File: src/rtl/uart_rx_fifo.sv
//------------------------------------------------------------------------------
// uart_rx_fifo
//
// UART receive front end for the core's memory-mapped UART read port.
// The asynchronous rx line is synchronised, deframed as 8N1 (LSB first) and
// the received bytes are buffered in a small FIFO. The head of the FIFO is
// presented combinationally, and the core pops one byte per data load.
//
// Parameters
//   CLK_FREQ    core clock frequency in Hz
//   BAUD        serial line rate; CLKS_PER_BIT = CLK_FREQ/BAUD (>= 4)
//   FIFO_DEPTH  receive buffer entries, power of 2, at least 2
//
// Ports
//   clk        in   core clock, rising edge
//   reset      in   asynchronous reset, active low
//   rx         in   serial line, idle high, asynchronous to clk
//   rd_en      in   one-cycle pop strobe
//   clr_err    in   one-cycle strobe clearing overrun and frame_err
//   rx_data    out  byte at the FIFO head (meaningful while rx_valid)
//   rx_valid   out  FIFO non-empty
//   rx_full    out  FIFO holds FIFO_DEPTH entries
//   rx_busy    out  deframer not idle
//   overrun    out  sticky: completed byte dropped because FIFO was full
//   frame_err  out  sticky: stop bit sampled low
//------------------------------------------------------------------------------
`timescale 1ns/1ps

module uart_rx_fifo #(
   parameter int CLK_FREQ   = 50000000,
   parameter int BAUD       = 9600,
   parameter int FIFO_DEPTH = 4
) (
   input  logic       clk,
   input  logic       reset,
   input  logic       rx,
   input  logic       rd_en,
   input  logic       clr_err,
   output logic [7:0] rx_data,
   output logic       rx_valid,
   output logic       rx_full,
   output logic       rx_busy,
   output logic       overrun,
   output logic       frame_err
);

   localparam int CLKS_PER_BIT = CLK_FREQ / BAUD;
   localparam int HALF_BIT     = CLKS_PER_BIT / 2;
   localparam int CNT_W        = $clog2(CLKS_PER_BIT);
   localparam int PTR_W        = $clog2(FIFO_DEPTH);

   localparam logic [CNT_W-1:0] BIT_END  = CNT_W'(CLKS_PER_BIT - 1);
   localparam logic [CNT_W-1:0] HALF_END = CNT_W'(HALF_BIT - 1);
   localparam logic [PTR_W:0]   CNT_FULL = (PTR_W+1)'(FIFO_DEPTH);

   typedef enum logic [2:0] {
      ST_IDLE,
      ST_START,
      ST_DATA,
      ST_STOP,
      ST_WAIT_HIGH
   } state_e;

   // Synchroniser and deframer state
   logic             sync1_q;
   logic             sync2_q;
   logic             rx_s;
   state_e           state_q;
   logic [CNT_W-1:0] cnt_q;
   logic [2:0]       bit_idx_q;
   logic [7:0]       shift_q;
   logic             busy_q;
   logic             ovr_q;
   logic             ferr_q;

   // FIFO state
   logic [7:0]       mem_q [FIFO_DEPTH];
   logic [PTR_W-1:0] wr_ptr_q, wr_ptr_d;
   logic [PTR_W-1:0] rd_ptr_q, rd_ptr_d;
   logic [PTR_W:0]   count_q,  count_d;

   logic fifo_full;
   logic fifo_empty;
   logic stop_sample;
   logic push;
   logic pop;
   logic drop_ovr;
   logic drop_ferr;

   assign rx_s       = sync2_q;
   assign fifo_full  = (count_q == CNT_FULL);
   assign fifo_empty = (count_q == '0);

   // The stop-bit sample is the single point where a byte completes; the
   // push/overrun decision is taken here so a pop in the same cycle frees
   // the slot the new byte needs.
   assign stop_sample = (state_q == ST_STOP) && (cnt_q == BIT_END);
   assign push        = stop_sample && rx_s && (!fifo_full || rd_en);
   assign drop_ovr    = stop_sample && rx_s && fifo_full && !rd_en;
   assign drop_ferr   = stop_sample && !rx_s;
   assign pop         = rd_en && !fifo_empty;

   //---------------------------------------------------------------------------
   // Synchroniser, deframer FSM and sticky error flags
   //---------------------------------------------------------------------------
   always_ff @(posedge clk or negedge reset) begin
      if (!reset) begin
         sync1_q   <= 1'b1;
         sync2_q   <= 1'b1;
         state_q   <= ST_IDLE;
         cnt_q     <= '0;
         bit_idx_q <= '0;
         shift_q   <= '0;
         busy_q    <= 1'b0;
         ovr_q     <= 1'b0;
         ferr_q    <= 1'b0;
      end else begin
         sync1_q <= rx;
         sync2_q <= sync1_q;

         unique case (state_q)
            ST_IDLE: begin
               if (!rx_s) begin
                  state_q <= ST_START;
                  cnt_q   <= '0;
                  busy_q  <= 1'b1;
               end
            end

            // Re-check the line half a bit in: a line that is high again
            // was only a glitch and is ignored without raising a flag.
            ST_START: begin
               if (cnt_q == HALF_END) begin
                  cnt_q <= '0;
                  if (rx_s) begin
                     state_q <= ST_IDLE;
                     busy_q  <= 1'b0;
                  end else begin
                     state_q   <= ST_DATA;
                     bit_idx_q <= '0;
                  end
               end else begin
                  cnt_q <= cnt_q + 1'b1;
               end
            end

            // Sampling one full bit period after the start midpoint keeps
            // every data sample at the centre of its bit.
            ST_DATA: begin
               if (cnt_q == BIT_END) begin
                  cnt_q              <= '0;
                  shift_q[bit_idx_q] <= rx_s;
                  if (bit_idx_q == 3'd7) begin
                     state_q <= ST_STOP;
                  end else begin
                     bit_idx_q <= bit_idx_q + 1'b1;
                  end
               end else begin
                  cnt_q <= cnt_q + 1'b1;
               end
            end

            ST_STOP: begin
               if (cnt_q == BIT_END) begin
                  cnt_q <= '0;
                  if (rx_s) begin
                     state_q <= ST_IDLE;
                     busy_q  <= 1'b0;
                  end else begin
                     state_q <= ST_WAIT_HIGH;
                  end
               end else begin
                  cnt_q <= cnt_q + 1'b1;
               end
            end

            // A held-low line (break) must return high before another start
            // bit can be recognised.
            ST_WAIT_HIGH: begin
               if (rx_s) begin
                  state_q <= ST_IDLE;
                  busy_q  <= 1'b0;
               end
            end

            default: begin
               state_q <= ST_IDLE;
               busy_q  <= 1'b0;
            end
         endcase

         // Setting has priority over clearing so no error event is lost.
         if (drop_ovr) begin
            ovr_q <= 1'b1;
         end else if (clr_err) begin
            ovr_q <= 1'b0;
         end

         if (drop_ferr) begin
            ferr_q <= 1'b1;
         end else if (clr_err) begin
            ferr_q <= 1'b0;
         end
      end
   end

   //---------------------------------------------------------------------------
   // FIFO pointer and occupancy next-state
   //---------------------------------------------------------------------------
   always_comb begin
      wr_ptr_d = wr_ptr_q;
      rd_ptr_d = rd_ptr_q;
      count_d  = count_q;

      // Pointers wrap naturally because FIFO_DEPTH is a power of two.
      if (push) begin
         wr_ptr_d = wr_ptr_q + 1'b1;
      end
      if (pop) begin
         rd_ptr_d = rd_ptr_q + 1'b1;
      end

      unique case ({push, pop})
         2'b10:   count_d = count_q + 1'b1;
         2'b01:   count_d = count_q - 1'b1;
         default: count_d = count_q;
      endcase
   end

   //---------------------------------------------------------------------------
   // FIFO storage and pointers
   //---------------------------------------------------------------------------
   always_ff @(posedge clk or negedge reset) begin
      if (!reset) begin
         wr_ptr_q <= '0;
         rd_ptr_q <= '0;
         count_q  <= '0;
         for (int i = 0; i < FIFO_DEPTH; i++) begin
            mem_q[i] <= '0;
         end
      end else begin
         wr_ptr_q <= wr_ptr_d;
         rd_ptr_q <= rd_ptr_d;
         count_q  <= count_d;
         if (push) begin
            mem_q[wr_ptr_q] <= shift_q;
         end
      end
   end

   assign rx_data   = mem_q[rd_ptr_q];
   assign rx_valid  = !fifo_empty;
   assign rx_full   = fifo_full;
   assign rx_busy   = busy_q;
   assign overrun   = ovr_q;
   assign frame_err = ferr_q;

endmodule

File: config.mk
export PLATFORM = sky130hd
export DESIGN_NAME = uart_rx_fifo
export DESIGN_NICKNAME = d
export VERILOG_FILES = /design/src/rtl/uart_rx_fifo.sv
export SDC_FILE = /design/constraint.sdc
export NUM_CORES = 1
export LEC_CHECK = 0
export BUFFER_PORTS_ARGS = -buffer_cell sky130_fd_sc_hd__buf_2
export CELL_PAD_IN_SITES_DETAIL_PLACEMENT = 1
export CELL_PAD_IN_SITES_GLOBAL_PLACEMENT = 2
export CORE_ASPECT_RATIO = 0.6
export CORE_MARGIN = 4
export CORE_UTILIZATION = 46
export CTS_BUF_LIST = sky130_fd_sc_hd__clkbuf_16
export DETAILED_ROUTE_END_ITERATION = 10
export GPL_TIMING_DRIVEN = 0
export HOLD_SLACK_MARGIN = 0.05
export PLACE_DENSITY = 0.88
export RECOVER_POWER = 50
export SLEW_MARGIN = 20
export SYNTH_ARGS = -nofsm -noshare
export SYNTH_HDL_FRONTEND = slang
export SYNTH_SLANG_ARGS = --single-unit
export TNS_END_PERCENT = 10
File: constraint.sdc
create_clock -name clk -period 8.7 [get_ports clk]
set_input_delay 0.87 -clock clk [delete_from_list [all_inputs] [get_ports clk]]
set_output_delay 0.87 -clock clk [all_outputs]
set_load 0.005 [all_outputs]
* Yosys cells after proc, flatten, opt, wreduce, memory -nomap -nowiden *
Index checks and enable logic that the tools add are counted.

operators by class
  $add $sub $neg = 6
  order comparisons = 5
  eq/ne operators = 18
  multiplexer cells = 36
  bitwise operators = 3
  reduce and logical (&&, ||, !) cells = 27

operators with widths
  operator                                                                  number
  13-bit 2-to-1 mux                                                         3
  13-bit case mux with 3 select lines                                       1
  3-bit 2-to-1 mux                                                          11
  32-bit bitwise mux                                                        1
  8-bit 2-to-1 mux                                                          3
  8-bit binary-select mux with 2-bit select                                 1
  8-bit demux with 2-bit select                                             1
  3-bit case mux with 5 select lines                                        1
  2-bit inequality test (second input constant)                             7
  13-bit by 1-bit adder with 13-bit output (second input constant)          1
  13-bit by 12-bit equality test with 1-bit output (second input constant)  1
  13-bit equality test (second input constant)                              1
  3-bit case mux with 2 select lines                                        2
  3-bit equality test (second input constant)                               3
  1-bit logical AND                                                         9
  8-bit bitwise mux                                                         1
  1-bit 2-to-1 mux                                                          8
  2-bit nonzero test                                                        4
  3-bit by 1-bit adder with 3-bit output (second input constant)            2
  3-bit by 2-bit equality test with 1-bit output (second input constant)    2
  3-bit greater-or-equal comparator (second input constant)                 2
  3-bit logical NOT                                                         2
  2-bit NOT with 3-bit output                                               2
  6-bit AND reduction                                                       1
  20 further kinds                                                          25

word-level totals
  bits in registers = 71
  input port bits = 5
  output and inout port bits = 13
  logic and storage cells = 111

* Logic depth before layout (Yosys ltp) *
Gate-level depths: netlist (run 1).

  depth in word-level cells = 6
  mapped depth = 11
  depth with buffers taken out = 10

* Worst setup path before layout (run 1) *
OpenSTA, ideal clock, no wires.

  path kind = register -> register
  start = register cnt_q[3]
  end = register count_q[2]
  setup time = 0.125 ns
  data arrival time = 2.802 ns
  data required time = 8.575 ns
  slack = 5.773 ns
  stages on the path, launching flop included = 12
  path buffers = 2
  clock period less this slack = 2.927 ns
  cells stage by stage = dfrtp_1 -> buf_6 -> or4b_4 -> or4_1 -> buf_2 -> or3_1 -> ha_1 -> inv_1 -> fa_1 -> xor2_1 -> nor2_1 -> xor2_1

between the ends
  cells in the longest elaborated chain, start to end = 6
  elaborated cells on any way between the ends = 8
  classes of those cells = eq/ne (3); mux (1); reduce/logical (4)

ends and longest elaborated chain
  item                                                                                          RTL line  text
  start: declaration                                                                            69        logic [CNT_W-1:0] cnt_q;
  start signal: assignment                                                                      143       cnt_q <= cnt_q + 1'b1;
  start signal: assignment                                                                      159       cnt_q <= cnt_q + 1'b1;
  start signal: assignment                                                                      173       cnt_q <= cnt_q + 1'b1;
  13-bit equality test (*)                                                                      97        assign stop_sample = (state_q == ST_STOP) && (cnt_q == BIT_END);
  1-bit logical AND (*)                                                                         97
  1-bit logical AND (*) (2 in a row)                                                            98        assign push = stop_sample && rx_s && (!fifo_full || rd_en);
  2-bit by 1-bit equality test with 1-bit output / 2-bit equality test (equally long branches)  223       unique case ({push, pop})
  3-bit case mux with 2 select lines / 2-bit nonzero test (equally long branches)               --
  end signal: assignment                                                                        244       count_q <= count_d;
  end: declaration                                                                              80        logic [PTR_W:0] count_q, count_d;

Every way passes the cells marked *; elsewhere a longest branch is shown, timed or not.
A chain may end at the register's enable or synchronous reset.

==> summary.txt, run 1 <==
GRT
  • Global-route wire length before repair: 15.3 mm
  • Number of global-route vias before repair: roughly 2,700
  • Initial antenna violation count: 0
  • Largest net degree at the start of global routing: between 40 and 50
  • Gr ovfl total: 0
  • Tot GR Track Use: 21.7%

Clocking
  • H-Tree Depth: 3
  • Max Buffers Root-to-Sink: 2
  • Clk pin slew, worst setup/hold paths: 0.05 ns
  • Root buf cell: clkbuf_16
  • PostCTS Resize Cnt: 0
  • Post-CTS Setup Inserts: 0
  • # clock sinks: 71
  • Total CTS buffers: 9
  • CTS tree: yes
  • Latest clock arrival within the worst-skew pair: 0.34 ns
  • CTS Hold Bufs: 0

Synth
  • Mapped Nets: 303
  • Cells after Synth: 289
  • Register area share after synthesis: about half
  • Post-synth top area share: around 48%
  • Syn Area/Cell: 12.4 um2
  • Post-synth ARST share: 100%
  • Ys Warns: 0
  • Syn Std Cell Area: between 3000 and 4000 um2
  • Netlist cell types: 52
  • Main synth FF type: dfrtp_1
  • Synth Register Bits: 71
  • Dominant cell type by area after synthesis: dfrtp_1
  • Dominant cells by area after synthesis: dfrtp_1, mux2_2, mux4_2
  • Most frequent cell after synthesis: dfrtp_1
  • Commonest cells in the netlist: dfrtp_1, mux2_2, nand2_1
  • Post-synth EDFFs: 0

Floorplan
  • Starting Density: 48.3%
  • Die width: 122 um
  • Total core area: 7420 um2
  • Die Span Y: 76.4 um
  • # IOs: 18
  • Row Count: 24
  • Die footprint: 9320 um2

Timing
  • Slew Viols, Final: a little under 50
  • Worst Clk Skew: 0.00629 ns
  • Crit share post-route: ~45%
  • TNS Setup: 0 ns
  • Slew at the pin closest to its max-slew limit: ~2.6 ns
  • Final min period: 3.90 ns
  • Setup Viol. Count Final: 0
  • Rel. slew slack: -76.0%
  • Fmax: about 0.26 GHz
  • Final Hold Viols: 0
  • RSZ-0062 raised after global routing: false

Worst setup path
  • Crit path top cell by count: clkbuf_1
  • CP max FO: 48
  • CP Capture Type: asynchronous set/reset pin
  • CP peak stage delay: 1.94 ns
  • R2R Setup Slk: 5.42 ns
  • CP Buf/Inv Count: 2
  • Worst Path Required: 8.57 ns
  • WP data arrival: 3.77 ns
  • CP Cell Sequence: clkbuf_1 -> clkbuf_1
  • Slowest cell on crit path: clkbuf_1
  • Kind of critical path: in2async
  • Startpoint Class: input port
  • Top cell family by delay on the critical path: buffers and inverters

Run
  • Max Cap Viol: 1

Status
  • Failing checks: capacitance limit, slew limit
  • Status: finished, violations left

Final layout
  • Area delta synth->final: 14.1%
  • Cell Count, Final, Fillers Out: 427
  • N_diodes: 0
  • Ratio of cells with drive above 1 in the final layout: a little under 30%
  • Net count, final: 332

Detailed routing
  • Post-DR wirelength/cell: 21.3 um
  • DRT Pass-1 Iters: 4
  • Via count: roughly 2,400
  • Initial DRC count: 185
  • Post-DRT Antenna Nets: 0
  • Residual DRC: 0
  • DRT Wirelength: 9.11 mm
  • Via/cell ratio: 5.73

Power
  • Maximum VDD drop: between 0.00009 and 0.0001 V
  • PwrDens: around 200 nW/um2
  • Lkg Pwr: roughly 2.0 nW

Hold path
  • HP Class: reg2reg

Placed design
  • Placed Cells: 411
  • Post-DP HPWL: a little over 6 mm
  • Routability cong.: between 0.8 and 0.9
  • PortBufs: 17
[worst reg2reg max path, stage by stage (launching register included)]
cell and delay (ns):
dfrtp_1 0.46, ha_1 0.28, or3b_4 0.44, or4_1 0.41, buf_2 0.20, or3_1 0.39, ha_1 0.24, inv_1 0.08
fa_1 0.44, mux2i_1 0.22
[through the flow]
step           setup slack [ns]  utilization, %  hold WS [ns]  instance area, um2  total power [W]
3_3_place_gp               5.64            51.2         0.350                3800         0.000450
6_report                   4.80            55.1         0.357                4090         0.000820
5_1_grt                    3.99            55.1         0.363                4090         0.000860
4_1_cts                    5.42            55.5         0.358                4120         0.000830
3_5_place_dp               5.54            51.6         0.350                3830         0.000461
2_1_floorplan              5.77               -         0.345                3580         0.000424
[path summary, 6_finish.rpt]
path | startpoint | to | cells after the start
max | reset | mem_q[8] | 2
min | sync1_q | rx_s | 0
max reg2reg | cnt_q[0] | count_q[1] | 9
min reg2reg | sync1_q | rx_s | 0
max in group clk | cnt_q[0] | count_q[1] | 9
min in group asynchronous | reset | mem_q[23] | 1
[kinds of logic after synthesis]
family	Yosys count	synth area share, %
simple gates	86	15.7
flops	71	49.6
compound gates	39	7.26
buf+inv	24	2.83
fa+ha+maj	9	3.35
mux	50	18.8
xor+xnor	10	2.44
[placed cells by master, fill, tap and decap left out, types with 2 or more instances in the layout]
| cell type | instances |
|---|---|
| o32ai_1 | 2 |
| or3_1 | 2 |
| mux2_4 | 6 |
| dfstp_2 | 2 |
| mux2_2 | 34 |
| buf_2 | 17 |
| nor4_4 | 2 |
| nor2_1 | 13 |
| nand2_4 | 4 |
| nor3b_1 | 5 |
| nand4_1 | 3 |
| o21ai_0 | 2 |
| clkbuf_1 | 13 |
| a21oi_1 | 14 |
| dfrtp_1 | 69 |
| inv_1 | 10 |
| ha_1 | 8 |
| clkbuf_16 | 9 |
| nor2b_1 | 2 |
| nor3_1 | 3 |
| clkinv_2 | 3 |
| xnor2_1 | 5 |
| a41oi_1 | 3 |
| clkinvlp_4 | 2 |
| nand3b_1 | 4 |
| nand2_1 | 16 |
| and2_1 | 2 |
| nand3_1 | 10 |
| and3_1 | 5 |
| xor2_1 | 5 |
| a22o_1 | 5 |
| mux4_2 | 8 |
| nand2b_1 | 5 |
| a31oi_1 | 7 |
[state kept, by name, indices dropped and copies added (netlist names), 2 cells and up]
name / count
mem_q: 32
cnt_q: 13
shift_q: 8
bit_idx_q: 3
count_q: 3
state_q: 3
rd_ptr_q: 2
wr_ptr_q: 2
[report_power, final]
group          internal, W  switching, W  leakage [nW]
sequential        0.000344    0.00000912         0.943
clock             0.000219      0.000141         0.139
combinational    0.0000413     0.0000652         0.916
[routing by layer]
metal,part of all wire (%),GRT usage (%)
met1,49,31.8
met3,3.8,6.45
met5,0,0
met2,46,31.4
met4,1.2,5.93
[final cells by class]
cell class	count	area (um2)
Clock buffer	9	225
Sequential cell	71	1780
Fill cell	782	3330
Clock inverter	7	63.8
Tap cell	104	130
Timing Repair Buffer	18	85.1
Multi-Input combinational cell	194	1700
Buffer	14	63.8
Inverter	10	37.5
Note: power is estimated with default switching activity, not from simulation.
==> run 2, diff against run 1 <==
--- a/config.mk
+++ b/config.mk
@@ -5,17 +5,18 @@
 export SDC_FILE = /design/constraint.sdc
 export NUM_CORES = 1
 export LEC_CHECK = 0
+export ABC_AREA = 1
 export BUFFER_PORTS_ARGS = -buffer_cell sky130_fd_sc_hd__buf_2
 export CELL_PAD_IN_SITES_DETAIL_PLACEMENT = 1
 export CELL_PAD_IN_SITES_GLOBAL_PLACEMENT = 2
 export CORE_ASPECT_RATIO = 0.6
 export CORE_MARGIN = 4
-export CORE_UTILIZATION = 46
+export CORE_UTILIZATION = 37
 export CTS_BUF_LIST = sky130_fd_sc_hd__clkbuf_16
 export DETAILED_ROUTE_END_ITERATION = 10
 export GPL_TIMING_DRIVEN = 0
 export HOLD_SLACK_MARGIN = 0.05
-export PLACE_DENSITY = 0.88
+export PLACE_DENSITY = 0.83
 export RECOVER_POWER = 50
 export SLEW_MARGIN = 20
 export SYNTH_ARGS = -nofsm -noshare
==> constraint.sdc (replaced) <==
create_clock -name clk -period 3.9 [get_ports clk]
set_input_delay 0.39 -clock clk [delete_from_list [all_inputs] [get_ports clk]]
set_output_delay 0.39 -clock clk [all_outputs]
set_load 0.005 [all_outputs]
==> run 2 against run 1 <==
Against the previous run: the flow still finishes with violations (capacitance limit, slew limit); utilization is 10 points lower; combinational power rose to 4.0 times the previous value; setup slack worse by 3.5 ns; die area is 32% higher; non-clock buffer count did not move; final area is 11% higher; global-route usage is 1.4 points lower; sequential cell count stayed put; sequential share of layout area fell by 4.4 points.
==> summary.txt, run 2 <==
Synth
  • Largest family of logic cells by synthesized area: simple AND/OR/NAND/NOR gates
  • Commonest cells in the netlist: nand2_1, dfrtp_1, nand3_1
  • Most frequent cell after synthesis: nand2_1
  • Register area share after synthesis: 45.5% (-4.1 points)
  • Post-Synth XOR/XNOR Area: 2.02% (-0.43 points)
  • Compound-gate portion of the synthesized area: 6.69% (-0.57 points)
  • Mux contribution to synthesized area: 0% (-19 points)
  • Dominant cells by area after synthesis: dfrtp_1, nand2_1, nand3_1
  • Ys Warns: 0 (unchanged)
  • Mapped Nets: 512 (+69%)
  • Main synth FF type: dfrtp_1
  • Dominant cell type by area after synthesis: dfrtp_1
  • Post-synth ARST share: 100% (unchanged)
  • Syn Std Cell Area: 3910 um2 (+9.1%)
  • Post-synth EDFFs: 0 (unchanged)
  • Cells after Synth: 498 (+72%)
  • Post-Synth Adder-Cell Area: 3.07% (-0.28 points)
  • Simple-gate area share of the yosys netlist: 35.5% (+20 points)
  • Post-synth top area share: 44.1% (-4.0 points)
  • Syn Area/Cell: 7.85 um2 (-37%)
  • Netlist cell types: 35 (-33%)
  • Synth Register Bits: 71 (unchanged)

Placed design
  • Routability cong.: 0.848 (+1.5%)
  • Post-DP HPWL: 8.34 mm (+34%)
  • Placed Cells: 651 (+58%)
  • PortBufs: 17 (unchanged)

Final layout
  • Cell Count, Final, Fillers Out: 668 (+56%)
  • Largest register by flop count: mem_q
  • Ratio of cells with drive above 1 in the final layout: 14.8% (-15 points)
  • Max reg flops: 32 (unchanged)
  • Commonest non-fill, non-tap cell in the layout: nand2_1
  • Net count, final: 542 (+63%)
  • Area occupied by multi-input gates: 1850 um2 (+8.3%)
  • Area delta synth->final: 16.4%
  • Largest registers: mem_q: 32 flops, cnt_q: 13 flops, shift_q: 8 flops
  • Filler cells: 1,254 (+60%)
  • Storage cell area: 1780 um2 (unchanged)
  • N_diodes: 0 (unchanged)
  • Most frequent cells in the layout: nand2_1, dfrtp_1, nand3_1, nor2_1, inv_1

Timing
  • RSZ-0062 raised after global routing: false
  • TNS Setup: 0 ns (unchanged)
  • Fmax: 0.392 GHz
  • Setup Viol. Count Final: 0 (unchanged)
  • Worst Clk Skew: 0.00478 ns (-0.00151 ns)
  • Final min period: 2.55 ns
  • Final Hold Viols: 0 (unchanged)
  • Slew Viols, Final: 36 (-27%)
  • Slew at the pin closest to its max-slew limit: 2.15 ns (-0.494 ns)
  • Crit share post-route: 65.4%
  • Rel. slew slack: -43.1% (+33 points)

GRT
  • Tot GR Track Use: 20.4% (-1.4 points)
  • Initial antenna violation count: 0 (unchanged)
  • Gr ovfl total: 0 (unchanged)
  • Global-route wire length before repair: 19.3 mm (+26%)
  • Largest net degree at the start of global routing: 37 (-24%)
  • Number of global-route vias before repair: 3,555 (+31%)

Clocking
  • Clk pin slew, worst setup/hold paths: 0.06 ns (about the same)
  • Root buf cell: clkbuf_16
  • Total CTS buffers: 9 (unchanged)
  • Max Buffers Root-to-Sink: 2 (unchanged)
  • PostCTS Resize Cnt: 0 (unchanged)
  • H-Tree Depth: 3 (unchanged)
  • CTS tree: yes
  • # clock sinks: 71 (unchanged)
  • Post-CTS Setup Inserts: 0 (unchanged)
  • Latest clock arrival within the worst-skew pair: 0.33 ns (about the same)

Power
  • Lkg Pwr: 2.36 nW (+18%)
  • Final Power: 0.00223 W (+170%)
  • NetSw: 0.000624 W (+190%)
  • Maximum VDD drop: 0.000221 V (+130%)
  • Clk pwr share: 45.0% (+1.1 points)
  • PwrDens: 491 nW/um2 (+140%)
  • Seq pwr share: 35.7% (-7.4 points)
  • Sw Ratio: 27.9% (+1.7 points)
  • Combinational Power Share: 19.3% (+6.3 points)
  • Internal power: 0.00161 W (+170%)

Floorplan
  • # IOs: 18 (unchanged)
  • Row Count: 28 (+17%)
  • Starting Density: 38.8% (-9.6 points)
  • Die footprint: 12,300 um2 (+32%)
  • Die Span Y: 87.6 um (+15%)
  • Total core area: 10,100 um2 (+36%)
  • Die width: 141 um (+15%)

Status
  • Status: finished, violations left
  • Failing checks: capacitance limit, slew limit

Detailed routing
  • Via/cell ratio: 5.09 (-11%)
  • Post-DRT Antenna Nets: 0 (unchanged)
  • Initial DRC count: 161 (-13%)
  • Post-DR wirelength/cell: 17.1 um (-20%)
  • Residual DRC: 0 (unchanged)
  • Via count: 3,400 (+39%)
  • DRT Wirelength: 11.4 mm (+25%)
  • DRT Pass-1 Iters: 4 (unchanged)

Worst setup path
  • Worst Path Required: 3.51 ns (-5.06 ns)
  • Startpoint Class: flip-flop
  • Kind of critical path: reg2out
  • CP max FO: 10 (-79%)
  • CP Cell Sequence: clkbuf_1 -> inv_1 -> clkbuf_1 -> nor2_1 -> o22ai_1 -> buf_2
  • Slowest cell on crit path: clkbuf_1
  • Crit path top cell by count: clkbuf_1
  • CP peak stage delay: 0.47 ns (-1.47 ns)
  • CP Capture Type: output port
  • WP data arrival: 2.16 ns (-1.61 ns)

Run
  • Max Cap Viol: 1 (unchanged)

Hold path
  • HP Class: in2reg
[run 2: worst paths after layout]
path | start | endpoint | slack [ns] | cells after the start
hold reg to reg | sync1_q | rx_s | 0.36 | 0
hold / removal | rx | sync1_q | 0.15 | 1
setup / recovery | rd_ptr_q[0] | rx_data[0] | 1.35 | 6
setup reg to reg | cnt_q[0] | count_q[1] | 1.49 | 12
max in group asynchronous | reset | shift_q[0] | 1.45 | 2
min in group asynchronous | reset | state_q[2] | 1.22 | 2
[run 2: kinds of logic after synthesis]
logic type,count (synthesis)
simple gates,294
flops,71
buf+inv,67
compound gates,48
xor+xnor,9
fa+ha+maj,9
[run 2: cell type report]
type                       count  share of cell area, %
multi-input combinational    360                   40.5
buffer                        13                   1.79
sequential                    71                   39.1
clock buffer                   9                   4.95
timing repair buffer          19                   2.47
tap                          135                   3.71
clock inverter                 7                   3.00
inverter                      54                   4.45
[run 2: metal layers]
layer | global-route usage (%) | share of wire (%) | vias to the layer above
met5 | 0 | 0 | -
met4 | 4.31 | 0.73 | 0
met3 | 4.64 | 3.5 | 8
met2 | 30.5 | 42 | 52
met1 | 30.4 | 54 | 1677
li1 | - | - | 1663
[run 2: power by group through the flow]
stage | combinational, W | sequential, W | clock [W]
detailed placement | 0.000435 | 0.000809 | 0
floorplan | 0.000261 | 0.000798 | 0
global placement | 0.000425 | 0.000809 | 0
CTS | 0.000439 | 0.000796 | 0.00103
global route | 0.000499 | 0.000802 | 0.00107
finish | 0.000432 | 0.000798 | 0.00100
[run 2: metrics by stage]
stage          area, um2  util, %  hold WS (ns)  setup WS (ns)
2_1_floorplan       3910        -        0.0944           1.77
3_3_place_gp        4170     41.3         0.346           1.56
3_5_place_dp        4190     41.5         0.348           1.54
4_1_cts             4560     45.2         0.139           1.33
5_1_grt             4550     45.1         0.140          0.975
6_report            4550     45.1         0.149           1.35
[run 2: what timing repair did]
| item | 4_1_cts | 5_1_grt |
|---|---|---|
| hold buffers | 1 | 0 |
| hold endpoints to repair | 33 | 0 |
| endpoints found under the setup margin | 0 | 0 |
[run 2: worst max-delay path: cells and delay by family (launching register included)]
family,cells,cell delay [ns]
AO/OA/AOI/OAI,1,0.25
buffers and inverters,4,1.12
flip-flops,1,0.35
AND/OR/NAND/NOR,1,0.10
==> run 3, diff against run 2 <==
==> constraint.sdc (replaced) <==
create_clock -name clk -period 2.5 [get_ports clk]
set_input_delay 0.25 -clock clk [delete_from_list [all_inputs] [get_ports clk]]
set_output_delay 0.25 -clock clk [all_outputs]
set_load 0.005 [all_outputs]
==> run 3 against run 2 <==
Against the previous run: the run now ends clean; non-clock buffer count up 1; setup slack got worse by 1.2 ns; first-iteration DRC count up 5.6%; critical path type is now reg2reg.
==> summary.txt, run 3 (synthesis results as in run 2) <==
Status
  • Status: finished clean

Power
  • PwrDens: 762 nW/um2 (+55%)
  • Lkg Pwr: 2.38 nW (+0.65%)
  • Final Power: 0.00349 W (+56%)
  • Maximum VDD drop: 0.000344 V (+56%)

Clocking
  • H-Tree Depth: 3 (unchanged)
  • # clock sinks: 71 (unchanged)
  • Max Buffers Root-to-Sink: 2 (unchanged)
  • Post-CTS Setup Inserts: 0 (unchanged)
  • Total CTS buffers: 9 (unchanged)
  • Root buf cell: clkbuf_16
  • CTS tree: yes
  • Latest clock arrival within the worst-skew pair: 0.33 ns (about the same)
  • Clk pin slew, worst setup/hold paths: 0.06 ns (about the same)

Timing
  • Worst Clk Skew: 0.00530 ns (+0.000514 ns)
  • Slew Viols, Final: 0 (-100%)
  • TNS Setup: 0 ns (unchanged)
  • Fmax: 0.434 GHz
  • PnR worst setup slack: 0.197 ns (-1.15 ns)
  • Slew at the pin closest to its max-slew limit: 0.971 ns (-1.18 ns)
  • Final Hold Viols: 0 (unchanged)
  • Final min period: about 2.3 ns
  • Crit share post-route: between 90% and 100%
  • Setup Viol. Count Final: 0 (unchanged)
  • Rel. slew slack: 35.3% (+78 points)

Worst setup path
  • CP Cell Sequence: ha_4 -> nand2_2 -> inv_2 -> nand2_1 -> nor2_4 -> nand4_4 -> nor2_8 -> inv_2 -> ha_1 -> inv_1 -> fa_1 -> o21ai_0
  • Crit path launch: cnt_q[0]
  • R2R cell count: 12 (unchanged)
  • Startpoint Class: flip-flop
  • Kind of critical path: reg2reg
  • WP data arrival: 2.56 ns (+0.40 ns)
  • Critical path depth: 12 (+6)
  • CP Capture Type: flip-flop
  • CP max FO: 9 (-1)
  • CP peak stage delay: 0.44 ns (-0.03 ns)
  • Crit path top cell by count: inv_2
  • Worst Path Required: 2.75 ns (-0.76 ns)
  • Top cell family by delay on the critical path: adder cells
  • CP Buf/Inv Count: 3 (-1)
  • R2R Path Start: cnt_q[0]
  • Slowest cell on crit path: fa_1

Final layout
  • Commonest non-fill, non-tap cell in the layout: nand2_1
  • Final non-filler cell area: 4580 um2 (+0.71%)
  • Most frequent cells in the layout: nand2_1, dfrtp_1, nand3_1, nor2_1, inv_1
  • N_diodes: 0 (unchanged)
  • Largest register by flop count: mem_q
  • Largest registers: mem_q: 32 flops, cnt_q: 13 flops, shift_q: 8 flops
  • Area delta synth->final: 17.2%
  • Net count, final: 543 (+0.18%)
  • Max reg flops: 32 (unchanged)
  • Ratio of cells with drive above 1 in the final layout: 15.5% (+0.72 points)
  • Cell Count, Final, Fillers Out: 669 (+0.15%)

GRT
  • Global-route wire length before repair: 19.3 mm (about the same)
  • Gr ovfl total: 0 (unchanged)
  • Initial antenna violation count: 0 (unchanged)
  • Largest net degree at the start of global routing: 37 (unchanged)
  • Number of global-route vias before repair: 3,558 (+0.084%)
  • Tot GR Track Use: 20.4% (about the same)

Floorplan
  • Starting Density: 38.8% (unchanged)
  • # IOs: 18 (unchanged)
  • Die footprint: 12,300 um2 (unchanged)
  • Row Count: 28 (unchanged)
  • Die Span Y: 87.6 um (unchanged)
  • Total core area: 10,100 um2 (unchanged)
  • Die width: 141 um (unchanged)

Detailed routing
  • Post-DR wirelength/cell: 17.0 um (-0.38%)
  • DRT Wirelength: 11.4 mm (-0.23%)
  • DRT Pass-1 Iters: 4 (unchanged)
  • Via count: 3,377 (-0.68%)
  • Post-DRT Antenna Nets: 0 (unchanged)
  • Residual DRC: 0 (unchanged)
  • Via/cell ratio: 5.05 (-0.82%)
  • Initial DRC count: 170 (+5.6%)

Placed design
  • Routability cong.: 0.848 (unchanged)
  • Placed Cells: 651 (unchanged)
  • Worst slack, placed: 0.138 ns (-1.40 ns)
  • Post-DP HPWL: 8.34 mm (unchanged)
  • PortBufs: 17 (unchanged)
  • Placement Cell Area: 4190 um2 (unchanged)

Run
  • Max Cap Viol: 0 (-1)

Hold path
  • HP Class: in2reg
  • Cells on Worst Hold Path: 2 (+1)
  • Hold Startpoint: clr_err
==> run 3: changes by cell type in the layout (fill, tap and decap cells not counted), sizes merged <==
cell and delta:
dlygate4sd3 +1
==> run 3: layer usage <==
metal	wire, um	up-vias	global-route usage, %	part of all wire (%)
met3	458	7	4.64	4.0
met5	0	-	0	0
met4	68	0	4.31	0.60
li1	-	1667	-	-
met1	6050	1651	30.4	53
met2	4790	52	30.5	42
==> run 3: where the power goes <==
part / internal, W / leakage [nW] / total, W / switching (W)
logic: 0.000248 / 1.24 / 0.000684 / 0.000436
clock network: 0.00107 / 0.183 / 0.00157 / 0.000494
registers: 0.00120 / 0.954 / 0.00124 / 0.0000484
total: 0.00252 / 2.38 / 0.00349 / 0.000978
==> run 3: per-stage QoR <==
stage               util (%)  hold WS [ns]
floorplan                  -       -0.0456
global placement        41.3         0.346
detailed placement      41.5         0.252
CTS                     45.3         0.139
global route            45.4         0.145
finish                  45.4         0.157
==> run 3: worst paths after layout <==
check / slack [ns] / end
min in group asynchronous: 0.60 / state_q[2]
hold reg to reg: 0.36 / rx_s
max in group asynchronous: 1.17 / mem_q[21]
hold / removal: 0.16 / overrun
setup / recovery: 0.20 / count_q[1]
setup reg to reg: 0.20 / count_q[1]
==> run 3: final cells by class <==
| class | count | area [um2] |
|---|---|---|
| buffer | 13 | 82.6 |
| timing repair buffer | 20 | 124 |
| fill | 1250 | 5510 |
| multi-input combinational | 360 | 1870 |
| sequential | 71 | 1780 |
| inverter | 54 | 203 |
| clock inverter | 7 | 136 |
| clock buffer | 9 | 225 |
| tap | 135 | 169 |
==> run 3: repair_timing <==
item / CTS / global route
endpoints found under the setup margin: 0 / 10
hold endpoints to repair: 34 / 0
hold buffers: 2 / 0
gates resized for setup: 0 / 5
